==> src/rtl/pc_redirect_arb_pkg.sv <==
// Shared types and helpers for the PC redirect arbiter: the redirect request
// record and the wrap-aware issue age used to order redirects.
package pc_redirect_arb_pkg;

  // The parameterised holder gives each instance a request record sized to its own ID_W.
  virtual class redirect_types #(parameter int ID_W = 8);
    typedef struct packed {
      logic            valid;
      logic [31:0]     pc;
      logic [ID_W-1:0] issue_id;
    } redirect_req_t;
  endclass

  // Distance from head in issue order. Callers truncate the result to their ID
  // width, which makes it the difference modulo 2^ID_WIDTH.
  function automatic logic [31:0] issue_age(input logic [31:0] id, input logic [31:0] head);
    return id - head;
  endfunction

endpackage

==> src/rtl/pc_redirect_arb_if.sv <==
// Redirect sources, head-of-window id and flush in; one registered redirect
// plus the drop counter out.
interface pc_redirect_arb_if #(
  parameter int NUM_SICS  = 4,
  parameter int ID_WIDTH  = 8,
  parameter int CNT_WIDTH = 16
);
  logic [NUM_SICS-1:0]               in_valid;
  logic [NUM_SICS-1:0][31:0]         in_pc;
  logic [NUM_SICS-1:0][ID_WIDTH-1:0] in_issue_id;
  logic [ID_WIDTH-1:0]               head_id;
  logic                              flush;
  logic                              out_valid;
  logic [31:0]                       out_pc;
  logic [ID_WIDTH-1:0]               out_issue_id;
  logic                              out_ready;
  logic [CNT_WIDTH-1:0]              drop_cnt;

  modport master (
    output in_valid, in_pc, in_issue_id, head_id, flush, out_ready,
    input  out_valid, out_pc, out_issue_id, drop_cnt
  );

  modport slave (
    input  in_valid, in_pc, in_issue_id, head_id, flush, out_ready,
    output out_valid, out_pc, out_issue_id, drop_cnt
  );
endinterface

==> src/rtl/redirect_oldest_sel.sv <==
// Combinational min-age picker over the redirect sources. On an age tie the
// lowest index wins. Also reports how many asserted sources lost.
module redirect_oldest_sel
  import pc_redirect_arb_pkg::*;
#(
  parameter int NUM_SICS = 4,
  parameter int ID_WIDTH = 8,
  parameter int IDX_W    = (NUM_SICS > 1) ? $clog2(NUM_SICS) : 1,
  parameter int LCNT_W   = $clog2(NUM_SICS + 1)
) (
  input  redirect_types#(ID_WIDTH)::redirect_req_t [NUM_SICS-1:0] req,
  input  logic [ID_WIDTH-1:0]                                    head_id,
  output logic                                                   win_valid,
  output logic [IDX_W-1:0]                                       win_idx,
  output logic [ID_WIDTH-1:0]                                    win_age,
  output logic [LCNT_W-1:0]                                      lose_cnt
);

  logic [ID_WIDTH-1:0] age_i;

  always_comb begin
    win_valid = 1'b0;
    win_idx   = '0;
    win_age   = '0;
    lose_cnt  = '0;
    age_i     = '0;
    for (int i = 0; i < NUM_SICS; i++) begin
      if (req[i].valid) begin
        lose_cnt = lose_cnt + LCNT_W'(1);
        age_i    = ID_WIDTH'(issue_age(32'(req[i].issue_id), 32'(head_id)));
        // Strict compare keeps the earlier (lower) index on ties.
        if (!win_valid || (age_i < win_age)) begin
          win_valid = 1'b1;
          win_idx   = IDX_W'(i);
          win_age   = age_i;
        end
      end
    end
    if (win_valid) lose_cnt = lose_cnt - LCNT_W'(1);
  end

endmodule

==> src/rtl/pc_redirect_arb.sv <==
// Keeps the oldest pending PC redirect in a single registered slot, hands it
// to fetch over valid/ready, and counts every redirect it discards.
module pc_redirect_arb
  import pc_redirect_arb_pkg::*;
#(
  parameter int NUM_SICS  = 4,
  parameter int ID_WIDTH  = 8,
  parameter int CNT_WIDTH = 16
) (
  input  logic             clk,
  input  logic             rst,
  pc_redirect_arb_if.slave bus
);

  localparam int IDX_W  = (NUM_SICS > 1) ? $clog2(NUM_SICS) : 1;
  localparam int LCNT_W = $clog2(NUM_SICS + 1);
  localparam int DW     = $clog2(NUM_SICS + 2);
  localparam int SW     = CNT_WIDTH + DW;

  typedef redirect_types#(ID_WIDTH)::redirect_req_t req_t;

  req_t [NUM_SICS-1:0] req;
  logic                win_valid;
  logic [IDX_W-1:0]    win_idx;
  logic [ID_WIDTH-1:0] win_age;
  logic [LCNT_W-1:0]   lose_cnt;

  logic                held_valid;
  logic [31:0]         held_pc;
  logic [ID_WIDTH-1:0] held_id;
  logic [ID_WIDTH-1:0] held_age;
  logic [CNT_WIDTH-1:0] drop_cnt;

  logic                accept, take, nxt_valid;
  logic [DW-1:0]       drops;
  logic [SW-1:0]       cnt_sum;
  logic [CNT_WIDTH-1:0] cnt_nxt;

  for (genvar g = 0; g < NUM_SICS; g++) begin : g_req
    assign req[g].valid    = bus.in_valid[g];
    assign req[g].pc       = bus.in_pc[g];
    assign req[g].issue_id = bus.in_issue_id[g];
  end

  redirect_oldest_sel #(
    .NUM_SICS (NUM_SICS),
    .ID_WIDTH (ID_WIDTH),
    .IDX_W    (IDX_W),
    .LCNT_W   (LCNT_W)
  ) u_sel (
    .req       (req),
    .head_id   (bus.head_id),
    .win_valid (win_valid),
    .win_idx   (win_idx),
    .win_age   (win_age),
    .lose_cnt  (lose_cnt)
  );

  // Held entry is re-aged every cycle so head_id motion is tracked.
  assign held_age = ID_WIDTH'(issue_age(32'(held_id), 32'(bus.head_id)));
  assign accept   = held_valid && bus.out_ready;

  always_comb begin
    take      = 1'b0;
    nxt_valid = 1'b0;
    drops     = '0;
    if (bus.flush) begin
      // A handshake in the same cycle still counts as delivered, not dropped.
      drops = DW'($countones(bus.in_valid)) + DW'(held_valid && !accept);
    end else if (!held_valid || accept) begin
      take      = win_valid;
      nxt_valid = win_valid;
      drops     = DW'(lose_cnt);
    end else if (win_valid && (win_age < held_age)) begin
      take      = 1'b1;
      nxt_valid = 1'b1;
      drops     = DW'(lose_cnt) + DW'(1);
    end else begin
      nxt_valid = 1'b1;
      drops     = DW'(lose_cnt) + DW'(win_valid);
    end
  end

  assign cnt_sum = SW'(drop_cnt) + SW'(drops);
  assign cnt_nxt = (cnt_sum > SW'({CNT_WIDTH{1'b1}})) ? {CNT_WIDTH{1'b1}} : cnt_sum[CNT_WIDTH-1:0];

  always_ff @(posedge clk) begin
    if (rst) begin
      held_valid <= 1'b0;
      held_pc    <= '0;
      held_id    <= '0;
      drop_cnt   <= '0;
    end else begin
      held_valid <= nxt_valid;
      drop_cnt   <= cnt_nxt;
      if (take) begin
        held_pc <= req[win_idx].pc;
        held_id <= req[win_idx].issue_id;
      end
    end
  end

  assign bus.out_valid    = held_valid;
  assign bus.out_pc       = held_pc;
  assign bus.out_issue_id = held_id;
  assign bus.drop_cnt     = drop_cnt;

endmodule

==> src/flat_wrapper.sv <==
// flat-port wrapper written by rule: the top's interface ports become plain ports
module pc_redirect_arb_flat import pc_redirect_arb_pkg::*;
#(
  parameter int NUM_SICS  = 4,
  parameter int ID_WIDTH  = 8,
  parameter int CNT_WIDTH = 16
)
  (clk, rst, bus_in_valid, bus_in_pc, bus_in_issue_id, bus_head_id, bus_flush, bus_out_ready, bus_out_valid, bus_out_pc, bus_out_issue_id, bus_drop_cnt);
  pc_redirect_arb_if #(.NUM_SICS(NUM_SICS), .ID_WIDTH(ID_WIDTH), .CNT_WIDTH(CNT_WIDTH)) bus_i ();
  input  logic clk;
  input  logic rst;
  input wire logic [$bits(bus_i.in_valid)-1:0] bus_in_valid;
  input wire logic [$bits(bus_i.in_pc)-1:0] bus_in_pc;
  input wire logic [$bits(bus_i.in_issue_id)-1:0] bus_in_issue_id;
  input wire logic [$bits(bus_i.head_id)-1:0] bus_head_id;
  input wire logic [$bits(bus_i.flush)-1:0] bus_flush;
  input wire logic [$bits(bus_i.out_ready)-1:0] bus_out_ready;
  output wire logic [$bits(bus_i.out_valid)-1:0] bus_out_valid;
  output wire logic [$bits(bus_i.out_pc)-1:0] bus_out_pc;
  output wire logic [$bits(bus_i.out_issue_id)-1:0] bus_out_issue_id;
  output wire logic [$bits(bus_i.drop_cnt)-1:0] bus_drop_cnt;
  assign bus_i.in_valid = bus_in_valid;
  assign bus_i.in_pc = bus_in_pc;
  assign bus_i.in_issue_id = bus_in_issue_id;
  assign bus_i.head_id = bus_head_id;
  assign bus_i.flush = bus_flush;
  assign bus_i.out_ready = bus_out_ready;
  assign bus_out_valid = bus_i.out_valid;
  assign bus_out_pc = bus_i.out_pc;
  assign bus_out_issue_id = bus_i.out_issue_id;
  assign bus_drop_cnt = bus_i.drop_cnt;
  pc_redirect_arb #(.NUM_SICS(NUM_SICS), .ID_WIDTH(ID_WIDTH), .CNT_WIDTH(CNT_WIDTH)) u_core (.clk(clk), .rst(rst), .bus(bus_i));
endmodule
==> config.mk <==
export PLATFORM = sky130hd
export DESIGN_NAME = pc_redirect_arb_flat
export DESIGN_NICKNAME = d
export VERILOG_FILES = /design/src/rtl/pc_redirect_arb_pkg.sv /design/src/rtl/pc_redirect_arb_if.sv /design/src/rtl/redirect_oldest_sel.sv /design/src/rtl/pc_redirect_arb.sv /design/src/flat_wrapper.sv
export SDC_FILE = /design/constraint.sdc
export NUM_CORES = 1
export LEC_CHECK = 0
export CAP_MARGIN = 20
export CORE_MARGIN = 2
export CORE_UTILIZATION = 49
export CTS_CLUSTER_DIAMETER = 60
export DETAILED_ROUTE_END_ITERATION = 8
export HOLD_SLACK_MARGIN = 0.12
export PLACE_DENSITY = 0.88
export SLEW_MARGIN = 20
export SYNTH_ARGS = -nofsm -noshare
export SYNTH_HDL_FRONTEND = slang
export SYNTH_SLANG_ARGS = --single-unit
==> constraint.sdc <==
create_clock -name clk -period 33.2 [get_ports clk]
set_input_delay 6.64 -clock clk [delete_from_list [all_inputs] [get_ports clk]]
set_output_delay 6.64 -clock clk [all_outputs]
set_load 0.005 [all_outputs]
# After elaboration in Yosys (flattened, before gate mapping)
# Cells that the tools add are included.
# classes
shift,0
div_mod_pow,0
bitwise,0
mux,35
n_eq_ne,0
n_lt_le_gt_ge,6
n_mul,0
add_sub_neg,16
n_reduce_logical,13
# ops
cell,n
$bmux 41 s2,1
$mux 8,7
$mux 40,1
$sub 8x8->8,5
$lt 8x8->1,4
$mux 3,7
$gt 19x16->1 const B,1
$add 16x3->17,1
$mux 16,1
$mux 1,14
$add 3x1->3 const B,4
$mux 2,4
$add 3x1->3,2
$logic_not 1->1,5
$add 1x1->2,2
$logic_or 1x1->1,4
$add 3x3->3,1
$logic_and 1x1->1,3
$lt 2x3->1 const B,1
$sub 3x1->3 const B,1
$reduce_or 2->1,1
# word_totals
rom_bits,0
latchBits,0
mem_bits_rw,0
elab_cells,74
n_memories,0
ff_bits,57

# Depth between registers and ports, before layout
# depth
depth_word,22
ltp_mapped,49
ltp_nobuf,43

# Hierarchy
# Synthesis repeated with hierarchy kept, for this count alone.
# unflattened
hier_cells,690
area_unflattened_um2,6034.5
# modules_own_cells
module,seq_area_each_um2,area_each_um2,n_inst,cells_each
pc_redirect_arb,1141.1,3759.9,1,396
redirect_oldest_sel,0.0,2274.7,1,294

# Least setup slack after synthesis
# OpenSTA, ideal clock, no wires.
# synth_path
path_type,in2reg
startpoint,in bus_head_id[1]
endpoint,"reg u_core.held_pc[20], in the netlist u_core.bus.out_pc[20]"
arrival_ns,15.483
path_stages,41
slack_ns,17.575
n_path_buf,5
path_cell_list,inv_1 ha_1 nor2b_1 o21ai_0 a21oi_1 o41ai_1 mux2_2 ha_1 nand2_1 nor3_1 a21oi_1 o21ai_1 mux2_2 ha_1 o21a_1 or2_2 a31o_1 a2111oi_2 [5 not listed] a21oi_1 o221ai_1 o21ai_1 and2_1 a41oi_4 buf_4 buf_6 mux2_2 ha_1 a21o_1 a21o_1 a21oi_1 nor2_1 a2111oi_1 and2_1 clkbuf_1 clkbuf_1 a311oi_1
# synth_via
elab_chain_cells,19
elab_cells_between_ends,39
cone_classes,5 x add/sub; 4 x order compare; 24 x mux; 6 x reduce/logical
# synth_lines
element,line_no,rtl
start: declaration,flat_wrapper.sv:15,input wire logic [$bits(bus_i.head_id)-1:0] bus_head_id;
$sub 8x8->8,pc_redirect_arb_pkg.sv:17,return id - head;
$mux 8,redirect_oldest_sel.sv:28,if (req[i].valid) begin
$lt 8x8->1,redirect_oldest_sel.sv:32,if (!win_valid || (age_i < win_age)) begin
$logic_or 1x1->1,redirect_oldest_sel.sv:32,
$mux 8 / $mux 1 (equally long branches),redirect_oldest_sel.sv:32,
$mux 8 / $mux 1 (equally long branches),redirect_oldest_sel.sv:28,
$lt 8x8->1 / $logic_not 1->1 (equally long branches),redirect_oldest_sel.sv:32,
$logic_or 1x1->1,redirect_oldest_sel.sv:32,
[3 not listed],n/a,
$logic_or 1x1->1,redirect_oldest_sel.sv:32,
$mux 8,redirect_oldest_sel.sv:32,
$mux 8,redirect_oldest_sel.sv:28,
$lt 8x8->1,pc_redirect_arb.sv:74,end else if (win_valid && (win_age < held_age)) begin
$logic_and 1x1->1,pc_redirect_arb.sv:74,
$mux 1,pc_redirect_arb.sv:74,
$mux 1,pc_redirect_arb.sv:70,end else if (!held_valid || accept) begin
$mux 1,pc_redirect_arb.sv:67,if (bus.flush) begin
end signal: assignment,pc_redirect_arb.sv:97,held_pc <= req[win_idx].pc;
end: declaration,pc_redirect_arb.sv:29,logic [31:0] held_pc;
# Parallel ways exist; a longest one is shown, timed or not. The select of a mux whose other input is x is not followed.
# A chain may end at the register's enable or synchronous reset.

# Worst setup path after layout
# layout_path
startpoint,in bus_head_id[1]
endpoint,"reg u_core.held_pc[4], in the netlist u_core.bus.out_pc[4]"
# The elaborated chain is that of the path after synthesis.

==> reports/metrics.yaml <==
outcome: "completed"
slew_viol_final: 0
numCtsBuffers: 9
critPathMaxFanout: 89
min-delay-start: "u_core.bus.out_pc[11]"
antenna_cells: 0
endpoint: "u_core.bus.out_pc[4]"
drc: 0
vias_per_cell: 5.61
fill_cells: 979
utilization: 0.713
synth-xor-area-share: 0.0652
syn-num-nets: 1084
synth-simple-area-share: 0.221
final_common_cell: "clkdlybuf4s50_1"
synthAdderAreaFrac: 0.174
synth_top_family_by_area: "compound AO/OA/AOI/OAI gates"
powerDensity_mw_per_mm2: 52.1
cts_tree: "done"
top_layer_used: "met4"
initialDrtViolationCount: 388
grt_pass1_vias: 6465
dr.pass1.iters: 5
grt_pass1_wl_mm: 31.0
wl_met2_mm: 9.67
r2r_slack_ns: 28.82
period_minus_slack_ns: 18.46
ys_seq_area_frac: 0.185
finalSetupTns_ns: 0
synthTopCellsByArea: "dfxtp_1, ha_1, a21oi_1, nand2_1, a311oi_1"
critPathCaptureType: "register"
cts_sinks: 57
synth.top_cell.area_share: 0.185
post-route-period-util: 0.556
drive_gt1_frac: 0.0407
cts_resized: 0
area_growth_pct: 44.0
synth_compound_area_frac: 0.259
ant_nets: 0
synthMuxAreaShare: 0.0284
root_buffer: "clkbuf_16"
grt_setup_unrepaired: "false"
finalWorstSetupSlack_ns: 14.74
wl_met3_mm: 1.36
hold_class: "register to register"
setup_viol: 0
vias: 6747
cp-start-kind: "input port"
whs_ns: 0.518
grt_overflow: 0
crit-reg2reg-launch: "u_core.bus.out_issue_id[2]"
nets: 1283
synth_edf_count: 0
leakage_nw: 3.64
io_buffers: 232
clockBufferDepth: 2
synthArstFlopShare: 0
yosysWarnings: 0
clk_latency_ns: 0.32
ys_ff_latch: 57
synthFlopType: "dfxtp_1"
cpPeakStageDelay_ns: 0.71
grt_max_degree: 90
critPathSlowestCell: "buf_4"
rows: 41
post_drt_wl_per_cell_um: 16.3
syn_area_per_cell_um2: 7.47
cts.clk_slew.worst_paths_ns: 0.05
worst_r2r_path_depth: 16
fp.coreArea_mm2: 0.0125
multi_input_area_mm2: 0.00463
fp.dieH_um: 116
routed_wl_mm: 19.7
yosysTopAreaCell: "dfxtp_1"
ir_drop_mv: 0.0402
routedLengthMet1_mm: 7.88
finClkSkew_ns: 0.00681
maxCapViolations: 0
layout_common_cells: "clkdlybuf4s50_1, nand2_1, a21oi_1, ha_1, dfxtp_1"
start_util: 0.495
postCtsSetupRepairBufs: 0
routabilityCongestion: 0.904
holdBufCountCts: 0
post-dp-hpwl_mm: 15.3
worstSetupStartpoint: "bus_head_id[1]"
netlist_area_mm2: 0.00617
die_w_um: 116
fmax_mhz: 54.2
final_hold_viol_count: 0
r2r_end: "u_core.bus.out_pc[4]"
slew_headroom: 0.300
worst_pin_slew_ns: 1.05
seq_area_mm2: 0.00114
cp.arrival_ns: 18.61
cp_data_required_time_ns: 33.35
syn_inst: 827
antenna_found_initial: 0
dp_slack_ns: 14.55
pin_count: 233
die_area_mm2: 0.0135
synth_cell_types: 54
worstSetupPathType: "input port to register"
h-tree-depth: 3
grt_use_total: 0.286
==> per-stage QoR <==
stage / cell area (µm²) / power (mW) / std cells
3_5_place_dp: 8560 / 0.360 / 1187
3_3_place_gp: 8560 / 0.355 / 1187
2_1_floorplan: 6170 / 0.270 / 827
6_report: 8890 / 0.464 / 1203
4_1_cts: 8890 / 0.464 / 1203
5_1_grt: 8890 / 0.499 / 1203
==> critical path, delay by kind of cell <==
family          cells  cell delay (ns)
buf+inv             9             3.49
mux                 4             1.20
simple gates        8             1.97
fa+ha+maj           5             1.44
compound gates     15             3.82
==> synthesized netlist by cell type, types with 2 or more instances <==
master,count
mux2_2,4
dfxtp_1,57
a21o_1,10
buf_2,10
nand3_1,48
and3_1,3
ha_1,73
nand3b_1,3
a211oi_1,2
o21ai_0,18
o21a_1,4
o41ai_1,2
a21oi_1,92
o21bai_1,7
a21boi_0,4
o211ai_1,40
clkbuf_1,39
a311oi_1,39
a211o_1,2
nor2b_1,8
mux2i_1,13
nand4_1,5
nand2b_1,47
fa_1,8
xor2_1,20
xnor2_1,26
nor3_1,9
inv_1,54
o221ai_1,2
nand2_1,113
o21ai_1,3
or2_2,4
nor2_1,35
and2_1,3
==> worst min-delay path by stage <==
stage,end,slack [ns],cells past startpoint
after floorplan,u_core.bus.out_pc[0],0.51,2
final,u_core.bus.out_pc[11],0.52,2
after CTS,u_core.bus.out_pc[6],0.52,2
after global placement,u_core.bus.out_pc[6],0.50,2
after global routing,u_core.bus.out_pc[11],0.53,2
after detailed placement,u_core.bus.out_pc[23],0.51,2
==> registers in the layout, summed over array words and instances (netlist names) <==
name,cells
u_core.bus.out_valid,1
u_core.bus.out_issue_id,8
u_core.bus.out_pc,32
u_core.bus.drop_cnt,16
==> power by group <==
| part | internal (mW) | switching [mW] |
|---|---|---|
| logic | 0.131 | 0.141 |
| registers | 0.0817 | 0.00913 |
| clock network | 0.0694 | 0.0318 |
==> layer usage <==
metal,vias up,global-route usage
met1,3090,0.343
met2,233,0.488
met3,50,0.0685
met4,0,0.127
met5,-,0
li1,3374,-
==> logic make-up after synthesis <==
group | Yosys count
multiplexers | 17
adder cells (fa/ha/maj) | 81
AND/OR/NAND/NOR | 285
AO/OA/AOI/OAI | 236
flip-flops | 57
buffers and inverters | 105
XOR/XNOR | 46
==> layout make-up <==
| type | count | share of cell area |
|---|---|---|
| tap | 172 | 0.0242 |
| clock inverter | 5 | 0.00873 |
| clock buffer | 11 | 0.0284 |
| inverter | 54 | 0.0228 |
| sequential | 57 | 0.128 |
| timing repair buffer | 239 | 0.267 |
| multi-input combinational | 665 | 0.521 |
No activity file was read; power rests on OpenSTA's default activity.
